--- src/rtl/key_input_pkg.sv ---
// Shared types and width helpers for the debounced key front end.
package key_input_pkg;

    // Per-key debounce FSM states.
    typedef enum logic [2:0] {
        Idle,
        PressWait,
        Pressed,
        LongHeld,
        ReleaseWait
    } key_state_e;

    // Bits needed to hold values 0..max_val, never less than one.
    function automatic int unsigned cnt_width(input int unsigned max_val);
        return (max_val < 1) ? 1 : $clog2(max_val + 1);
    endfunction

    // Bits needed for a prescaler counting 0..div-1.
    function automatic int unsigned div_width(input int unsigned div);
        return (div < 2) ? 1 : $clog2(div);
    endfunction

endpackage

--- src/rtl/key_debounce_fsm.sv ---
// One key: two-flop synchroniser, polarity normalisation, tick-driven debounce FSM
// with registered press/release/long pulses.
module key_debounce_fsm
    import key_input_pkg::*;
#(
    parameter int unsigned STABLE_CNT     = 20,
    parameter int unsigned LONG_CNT       = 1000,
    parameter bit          KEY_ACTIVE_LOW = 1'b1
) (
    input  logic clk,
    input  logic reset,
    input  logic tick,
    input  logic key_in,
    output logic key_level,
    output logic key_press,
    output logic key_release,
    output logic key_long
);

    localparam int unsigned    DW   = cnt_width(STABLE_CNT);
    localparam int unsigned    LW   = cnt_width(LONG_CNT);
    localparam logic [DW-1:0]  DMAX = DW'(STABLE_CNT);
    localparam logic [LW-1:0]  LMAX = LW'(LONG_CNT);
    localparam logic [DW-1:0]  DONE = DW'(1);

    logic [1:0]    sync_q;
    logic          p;
    key_state_e    state_q, state_d;
    logic [DW-1:0] dcnt_q, dcnt_d, dcnt_inc;
    logic [LW-1:0] lcnt_q, lcnt_d, lcnt_inc;
    logic          from_long_q, from_long_d;
    logic          press_q, press_d, release_q, release_d, long_q, long_d;
    logic          go_release;

    // Two-flop synchroniser, reset to the released raw level.
    always_ff @(posedge clk or negedge reset) begin
        if (!reset) begin
            sync_q <= {2{KEY_ACTIVE_LOW}};
        end else begin
            sync_q <= {sync_q[0], key_in};
        end
    end

    // p = 1 means pressed regardless of board polarity.
    assign p = sync_q[1] ^ KEY_ACTIVE_LOW;

    // Saturating increments; the FSM leaves the counting state on reaching the limit anyway.
    assign dcnt_inc = (dcnt_q == DMAX) ? dcnt_q : dcnt_q + DW'(1);
    assign lcnt_inc = (lcnt_q == LMAX) ? lcnt_q : lcnt_q + LW'(1);

    // Next-state and pulse decode, only acting on tick cycles.
    always_comb begin
        state_d     = state_q;
        dcnt_d      = dcnt_q;
        lcnt_d      = lcnt_q;
        from_long_d = from_long_q;
        press_d     = 1'b0;
        release_d   = 1'b0;
        long_d      = 1'b0;
        go_release  = 1'b0;
        if (tick) begin
            case (state_q)
                Idle: begin
                    if (p) begin
                        if (DMAX == DONE) begin
                            state_d = Pressed;
                            press_d = 1'b1;
                            lcnt_d  = '0;
                        end else begin
                            state_d = PressWait;
                            dcnt_d  = DONE;
                        end
                    end
                end
                PressWait: begin
                    if (p) begin
                        dcnt_d = dcnt_inc;
                        if (dcnt_inc == DMAX) begin
                            state_d = Pressed;
                            press_d = 1'b1;
                            lcnt_d  = '0;
                        end
                    end else begin
                        state_d = Idle;
                        dcnt_d  = '0;
                    end
                end
                Pressed: begin
                    if (p) begin
                        lcnt_d = lcnt_inc;
                        if (lcnt_inc == LMAX) begin
                            state_d = LongHeld;
                            long_d  = 1'b1;
                        end
                    end else begin
                        from_long_d = 1'b0;
                        go_release  = 1'b1;
                    end
                end
                LongHeld: begin
                    if (!p) begin
                        from_long_d = 1'b1;
                        go_release  = 1'b1;
                    end
                end
                ReleaseWait: begin
                    if (!p) begin
                        dcnt_d = dcnt_inc;
                        if (dcnt_inc == DMAX) begin
                            state_d   = Idle;
                            release_d = 1'b1;
                            dcnt_d    = '0;
                        end
                    end else begin
                        // Glitch: resume where we were; lcnt keeps its frozen value.
                        state_d = from_long_q ? LongHeld : Pressed;
                    end
                end
                default: begin
                    state_d = Idle;
                    dcnt_d  = '0;
                end
            endcase
            if (go_release) begin
                if (DMAX == DONE) begin
                    state_d   = Idle;
                    release_d = 1'b1;
                    dcnt_d    = '0;
                end else begin
                    state_d = ReleaseWait;
                    dcnt_d  = DONE;
                end
            end
        end
    end

    // State, counters and registered pulses.
    always_ff @(posedge clk or negedge reset) begin
        if (!reset) begin
            state_q     <= Idle;
            dcnt_q      <= '0;
            lcnt_q      <= '0;
            from_long_q <= 1'b0;
            press_q     <= 1'b0;
            release_q   <= 1'b0;
            long_q      <= 1'b0;
        end else begin
            state_q     <= state_d;
            dcnt_q      <= dcnt_d;
            lcnt_q      <= lcnt_d;
            from_long_q <= from_long_d;
            press_q     <= press_d;
            release_q   <= release_d;
            long_q      <= long_d;
        end
    end

    assign key_level   = (state_q == Pressed) || (state_q == LongHeld) ||
                         (state_q == ReleaseWait);
    assign key_press   = press_q;
    assign key_release = release_q;
    assign key_long    = long_q;

endmodule

--- src/rtl/key_input_ctrl.sv ---
// Key input front end: shared sample prescaler, one debouncer per key, and the sel toggle.
module key_input_ctrl
    import key_input_pkg::*;
#(
    parameter int unsigned N_KEYS         = 4,
    parameter int unsigned SAMPLE_DIV     = 50000,
    parameter int unsigned STABLE_CNT     = 20,
    parameter int unsigned LONG_CNT       = 1000,
    parameter bit          KEY_ACTIVE_LOW = 1'b1
) (
    input  logic              clk,
    input  logic              reset,
    input  logic [N_KEYS-1:0] key_in,
    output logic [N_KEYS-1:0] key_level,
    output logic [N_KEYS-1:0] key_press,
    output logic [N_KEYS-1:0] key_release,
    output logic [N_KEYS-1:0] key_long,
    output logic              sel
);

    localparam int unsigned   PW   = div_width(SAMPLE_DIV);
    localparam logic [PW-1:0] PMAX = PW'(SAMPLE_DIV - 1);

    logic [PW-1:0] pcnt_q;
    logic          tick;
    logic          sel_q;

    assign tick = (pcnt_q == PMAX);

    // Free-running prescaler 0..SAMPLE_DIV-1.
    always_ff @(posedge clk or negedge reset) begin
        if (!reset) begin
            pcnt_q <= '0;
        end else if (tick) begin
            pcnt_q <= '0;
        end else begin
            pcnt_q <= pcnt_q + PW'(1);
        end
    end

    // sel flips one clock after each key-0 press pulse.
    always_ff @(posedge clk or negedge reset) begin
        if (!reset) begin
            sel_q <= 1'b0;
        end else if (key_press[0]) begin
            sel_q <= ~sel_q;
        end
    end

    assign sel = sel_q;

    for (genvar i = 0; i < N_KEYS; i++) begin : g_key
        key_debounce_fsm #(
            .STABLE_CNT    (STABLE_CNT),
            .LONG_CNT      (LONG_CNT),
            .KEY_ACTIVE_LOW(KEY_ACTIVE_LOW)
        ) u_key (
            .clk        (clk),
            .reset      (reset),
            .tick       (tick),
            .key_in     (key_in[i]),
            .key_level  (key_level[i]),
            .key_press  (key_press[i]),
            .key_release(key_release[i]),
            .key_long   (key_long[i])
        );
    end

endmodule

--- config.mk ---
export PLATFORM = sky130hd
export DESIGN_NAME = key_input_ctrl
export DESIGN_NICKNAME = d
export VERILOG_FILES = /design/src/rtl/key_input_pkg.sv /design/src/rtl/key_debounce_fsm.sv /design/src/rtl/key_input_ctrl.sv
export SDC_FILE = /design/constraint.sdc
export NUM_CORES = 1
export LEC_CHECK = 0
export ABC_AREA = 1
export CAP_MARGIN = 20
export CORE_MARGIN = 10
export CORE_UTILIZATION = 64
export CTS_BUF_LIST = sky130_fd_sc_hd__clkbuf_4 sky130_fd_sc_hd__clkbuf_8
export DETAILED_ROUTE_END_ITERATION = 6
export PLACE_DENSITY = 0.91
export SYNTH_ARGS = -nofsm -noshare
export SYNTH_HDL_FRONTEND = slang
export SYNTH_SLANG_ARGS = --single-unit
--- constraint.sdc ---
create_clock -name clk -period 2.5 [get_ports clk]
set_input_delay 0.5 -clock clk [delete_from_list [all_inputs] [get_ports clk]]
set_output_delay 0.5 -clock clk [all_outputs]
set_load 0.01 [all_outputs]
Yosys cells after proc, flatten, opt, wreduce, memory -nomap -nowiden
Cells that the tools add are included.
{"block": "word_totals", "out_inout_bits": 17, "in_bits": 6, "register_bits": 113}
{"block": "classes", "mux": 157, "n_addsub": 9, "bitwise_logic": 1, "n_eq_ne": 85, "reduce_logical": 40}
{"op": "$mux 10", "n": 16}
{"op": "$mux 5", "n": 24}
{"op": "$mux 3", "n": 32}
{"op": "$eq 10x10->1 const B", "n": 8}
{"op": "$pmux 10 s2", "n": 4}
{"op": "$pmux 5 s4", "n": 4}
{"op": "$mux 1", "n": 68}
{"op": "$pmux 3 s5", "n": 4}
{"op": "$add 10x1->10 const B", "n": 4}
{"op": "$eq 5x5->1 const B", "n": 8}
{"op": "$ne 2x1->1 const B", "n": 20}
{"op": "$reduce_and 4->1", "n": 8}
{"op": "$reduce_and 7->1", "n": 4}
{"op": "$eq 3x2->1 const B", "n": 8}
{"op": "$ne 3x1->1 const B", "n": 8}
{"op": "$ne 3x3->1 const B", "n": 8}
{"op": "$add 5x1->5 const B", "n": 4}
{"op": "$reduce_and 5->1", "n": 4}
{"op": "$add 16x1->16 const B", "n": 1}
{"op": "$eq 16x16->1 const B", "n": 1}
{"op": "$mux 16", "n": 1}
{"op": "$ne 2x2->1 const B", "n": 8}
{"op": "$ne 4x1->1 const B", "n": 4}
{"op": "$ne 4x4->1 const B", "n": 4}
{"op": "8 further kinds", "n": 37}

Logic depth before layout (Yosys ltp)
{"block": "logic_depth", "depth_word": 7, "mapped_depth": 16, "mapped_depth_nobuf": 16}

By module
Synthesis repeated with hierarchy kept, for this count alone.
{"block": "hier_totals", "cells_unflattened": 993, "hier_area_um2": 7434.6}
{"module": "key_debounce_fsm (g_key[1].u_key ...)", "instances": 2, "seq_area_each_um2": 603.1, "cells_each": 216, "area_each_um2": 1671.6}
{"module": "key_debounce_fsm (g_key[0].u_key)", "instances": 1, "seq_area_each_um2": 603.1, "cells_each": 223, "area_each_um2": 1606.5}
{"module": "key_debounce_fsm (g_key[3].u_key)", "instances": 1, "seq_area_each_um2": 603.1, "cells_each": 216, "area_each_um2": 1572.8}
{"module": "key_input_ctrl", "instances": 1, "seq_area_each_um2": 425.4, "cells_each": 122, "area_each_um2": 912.1}

Worst setup path after synthesis
Ideal clock, no wire load.
{"block": "synth_path", "kind": "register -> register", "startpoint": "register g_key[2].u_key.dcnt_q[0]", "endpoint": "register g_key[2].u_key.lcnt_q[7]", "path_slack_ps": 677, "arrival_time_ps": 1705, "n_path_buf": 1, "path_stages_with_launch": 13, "synth_period_minus_slack_ps": 1823, "path_cell_list": "dfrtp_1 -> inv_1 -> ha_1 -> nand4_4 -> xor2_1 -> nand2_1 -> nor2_2 -> nand4_2 -> nand2_4 -> inv_4 -> buf_8 -> nand2_2 -> o21ai_2"}
{"block": "synth_via", "elab_chain_len": 5, "elab_cells_between_ends": 6, "cone_classes": "add/sub: 1; eq/ne: 3; mux: 1; reduce/logical: 1"}
{"item": "from (decl)", "line": "key_debounce_fsm.sv:29", "source": "logic [DW-1:0] dcnt_q, dcnt_d, dcnt_inc;"}
{"item": "from (signal assigned)", "line": "key_debounce_fsm.sv:149", "source": "dcnt_q <= dcnt_d;"}
{"item": "$add 5x1->5 / $eq 5x5->1 (equally long branches)", "line": "key_debounce_fsm.sv:48", "source": "assign dcnt_inc = (dcnt_q == DMAX) ? dcnt_q : dcnt_q + DW'(1);"}
{"item": "$mux 5 *", "line": "key_debounce_fsm.sv:48"}
{"item": "$eq 5x5->1 *", "line": "key_debounce_fsm.sv:78", "source": "if (dcnt_inc == DMAX) begin"}
{"item": "$ne 2x1->1 (no source line) *"}
{"item": "$reduce_and 5->1 (no source line) *"}
{"item": "to (signal assigned)", "line": "key_debounce_fsm.sv:150", "source": "lcnt_q <= lcnt_d;"}
{"item": "to (decl)", "line": "key_debounce_fsm.sv:30", "source": "logic [LW-1:0] lcnt_q, lcnt_d, lcnt_inc;"}
Mark *: on every way between the ends. The rest lies on a longest branch, timed or not.
A chain may end at the register's enable or synchronous reset.

Worst setup path in the final report
{"block": "layout_path", "startpoint": "register g_key[3].u_key.state_q[0]", "endpoint": "output port key_level[3]"}
{"block": "layout_via", "elab_chain_len": 3, "elab_cells_between_ends": 5, "cone_classes": "eq/ne: 3; reduce/logical: 2"}
{"item": "from (decl)", "line": "key_debounce_fsm.sv:28", "source": "key_state_e state_q, state_d;"}
{"item": "from (signal assigned)", "line": "key_debounce_fsm.sv:140", "source": "state_q <= Idle;"}
{"item": "from (signal assigned)", "line": "key_debounce_fsm.sv:148", "source": "state_q <= state_d;"}
{"item": "$eq 3x2->1", "line": "key_debounce_fsm.sv:158", "source": "assign key_level = (state_q == Pressed) || (state_q == LongHeld) ||"}
{"item": "$logic_or 1x1->1", "line": "key_debounce_fsm.sv:158"}
{"item": "$logic_or 1x1->1 *", "line": "key_debounce_fsm.sv:158"}
{"item": "to (decl)", "line": "key_input_ctrl.sv:14", "source": "output logic [N_KEYS-1:0] key_level,"}
Marked as above.

==> results.tsv <==
metric	value	unit
synth_top_area_share	36.8	%
yosysMostFrequentCell	nand2_1	
place_inst	1103	
die-area	0.0158	sq mm
grt_max_degree	55	
diodes	0	
crit_type	reg -> out	
worstMarginPinSlew	0.520	ns
cts_max_path_buffers	2	
io_pins	23	
drt-total-wl	15000	um
coreArea	0.0109	sq mm
vias_per_cell	5.55	
numCtsBuffers	17	
yosysSeqAreaShare	39.7	%
drc	0	
syn2layout_area_growth	9.20	%
max_freq	412	MHz
postSynthCellCount	962	
mappedNetlistArea	0.00714	sq mm
cts_tree	built	
finalWeightedCongestion	0.879	
hold_violations	0	
drive_above_1_share	10.6	%
synthFlopType	dfrtp_1	
post_cts_buffers	0	
vias	6298	
grt_pass1_wl	26400	um
arrival	1.93	ns
synth_top_cell_by_area	dfrtp_1	
dr.pass1.iters	5	
antenna_left	0	
gr-total-overflow	0	
yosys-top-cells-count	nand2_1, inv_1, nand3_1, dfrtp_1, nor2_1	
synth-async-reset-ratio	100	%
syn_nets	985	
grt_antenna_before_repair	0	
grt_pass1_vias	6049	
clock_latency	0.45	ns
period_share	97.1	%
total_power	3560	uW
relSlewSlack	65.3	%
track_usage	19.1	%
start_util	65.6	%
maxSlewViolCount	0	
finalNonFillerCells	1134	
die_y	126	um
io_buffers	22	
drtIter0Drc	541	
clkSinkCount	113	
final_nets	1005	
synth_enable_flop_cells	0	
synthTopCellsByArea	dfrtp_1, nand2_1, nand3_1, inv_1, nor2_1	
p_per_area	456	mW/mm^2
setup_viol	0	
leakagePower	0.00377	uW
die_w	126	um
wire_per_inst	13.2	um
dp_hpwl	10700	um
drv_cap	0	
status	completed	
root_buffer	clkbuf_8	
skew	0.0110	ns
critical_path_required	2.00	ns
peakVddDrop	0.000406	V
ys_seq_elements	113	
post_synth_num_cell_types	51	
fin_crit	2.43	ns
cts.htree.levels	4	
rows	38	
path_max_fanout	5	
hp-class	in -> async	
clk_pin_slew_worst_paths	0.07	ns
cp-start-kind	flop	
yosys_warnings	0	
avgSynthCellArea	7.43	sq um
endpoint_kind	primary output	
-- flip-flops by register name, summed over array words and instances, names as in the netlist --
signal                   flops
g_key.u_key.key_press        4
g_key.u_key.state_q         12
g_key.u_key.key_release      4
pcnt_q                      16
g_key.u_key.dcnt_q          20
g_key.u_key.lcnt_q          40
g_key.u_key.sync_q           8
g_key.u_key.from_long_q      4
g_key.u_key.key_long         4
sel                          1
-- cell families (layout without fill, tap and decap cells) --
family                   Yosys count  after routing  synth area share, %
AO/OA/AOI/OAI                    101            101                 8.90
XOR/XNOR                          35             35                 4.29
buffers and inverters            173            205                 10.4
multiplexers                       1              1                0.140
flip-flops                       113            113                 39.7
adder cells (fa/ha/maj)           17             17                 2.98
AND/OR/NAND/NOR                  522            522                 33.5
-- critical path, stage by stage (launching register included) --
cell             delay (ns)
dfrtp_1                0.46
nor2_2                 0.18
nand2_1                0.14
nand2_1                0.14
clkdlybuf4s50_1        0.55
-- layout make-up --
cell class | instances | area (sq um)
Clock inverter | 5 | 52.6
Fill cell | 798 | 3090
Inverter | 148 | 563
Tap cell | 140 | 175
Sequential cell | 113 | 2840
Multi-Input combinational cell | 676 | 3570
Clock buffer | 26 | 327
Timing Repair Buffer | 26 | 268
-- power breakdown --
group          internal (uW)  total, uW  switching, uW
Combinational           12.2       55.1           43.0
Sequential              1840       1850           8.61
Clock                    935       1650            717
-- routing by layer --
layer  routed length [um]  global-route usage [%]  vias to the layer above
li1                     -                       -                     3160
met1                 6710                    23.5                     2947
met2                 7310                    31.8                      161
met3                  659                    4.19                       30
met4                  315                    7.79                        0
met5                    0                       0                        -
-- cells in the final DEF, fill, tap and decap left out, types with 3 or more instances in the layout --
| cell | count |
|---|---|
| ha_1 | 17 |
| o31ai_1 | 7 |
| dfrtp_1 | 103 |
| xor2_1 | 32 |
| nand2_2 | 10 |
| nor3_1 | 23 |
| dlymetal6s2s_1 | 3 |
| nor3_4 | 3 |
| nor2_1 | 101 |
| a31oi_1 | 6 |
| o21ai_2 | 9 |
| clkdlybuf4s50_1 | 18 |
| inv_2 | 6 |
| nand2_1 | 219 |
| nand3_1 | 108 |
| xnor2_1 | 3 |
| o21ai_0 | 35 |
| o22ai_1 | 10 |
| buf_4 | 4 |
| nand4_1 | 25 |
| nor4_1 | 4 |
| o211ai_1 | 4 |
| or2_2 | 3 |
| clkbuf_4 | 5 |
| inv_1 | 140 |
| nor2_2 | 8 |
| nand3b_1 | 5 |
| a21oi_1 | 12 |
| o21ai_1 | 6 |
| dfstp_2 | 8 |
| clkinv_2 | 3 |
| nand2_4 | 4 |
| clkbuf_8 | 21 |
-- stage by stage --
step	worst slack [ns]	instance area (sq um)	utilization (%)	hold slack, ns	setup TNS (ns)
after floorplan	0.677	7140	-	0.204	0
after global placement	0.388	7400	67.9	0.346	0
after detailed placement	0.299	7400	67.9	0.347	0
after CTS	0.000409	7780	71.4	0.0249	0
after global routing	-0.0250	7800	71.6	0.0312	-0.0250
final	0.0723	7800	71.6	0.0107	0
-- repair_timing --
item | CTS | global route
resized for setup | 1 | 9
endpoints found under the setup margin | 1 | 6
hold buffers | 0 | 0
-- worst paths after layout --
kind	from	end	slack (ns)	cells after the start
hold / removal	reset	g_key[1].u_key.dcnt_q[2]	0.01	1
setup reg to reg	pcnt_q[0]	g_key[1].u_key.lcnt_q[8]	0.32	11
hold reg to reg	g_key[0].u_key.sync_q[0]	g_key[0].u_key.sync_q[1]	0.35	0
min in group clk	g_key[0].u_key.sync_q[0]	g_key[0].u_key.sync_q[1]	0.35	0
max in group asynchronous	reset	g_key[2].u_key.state_q[0]	1.77	2
setup / recovery	g_key[3].u_key.state_q[0]	key_level[3]	0.07	4
(Power assumes the default switching activity.)
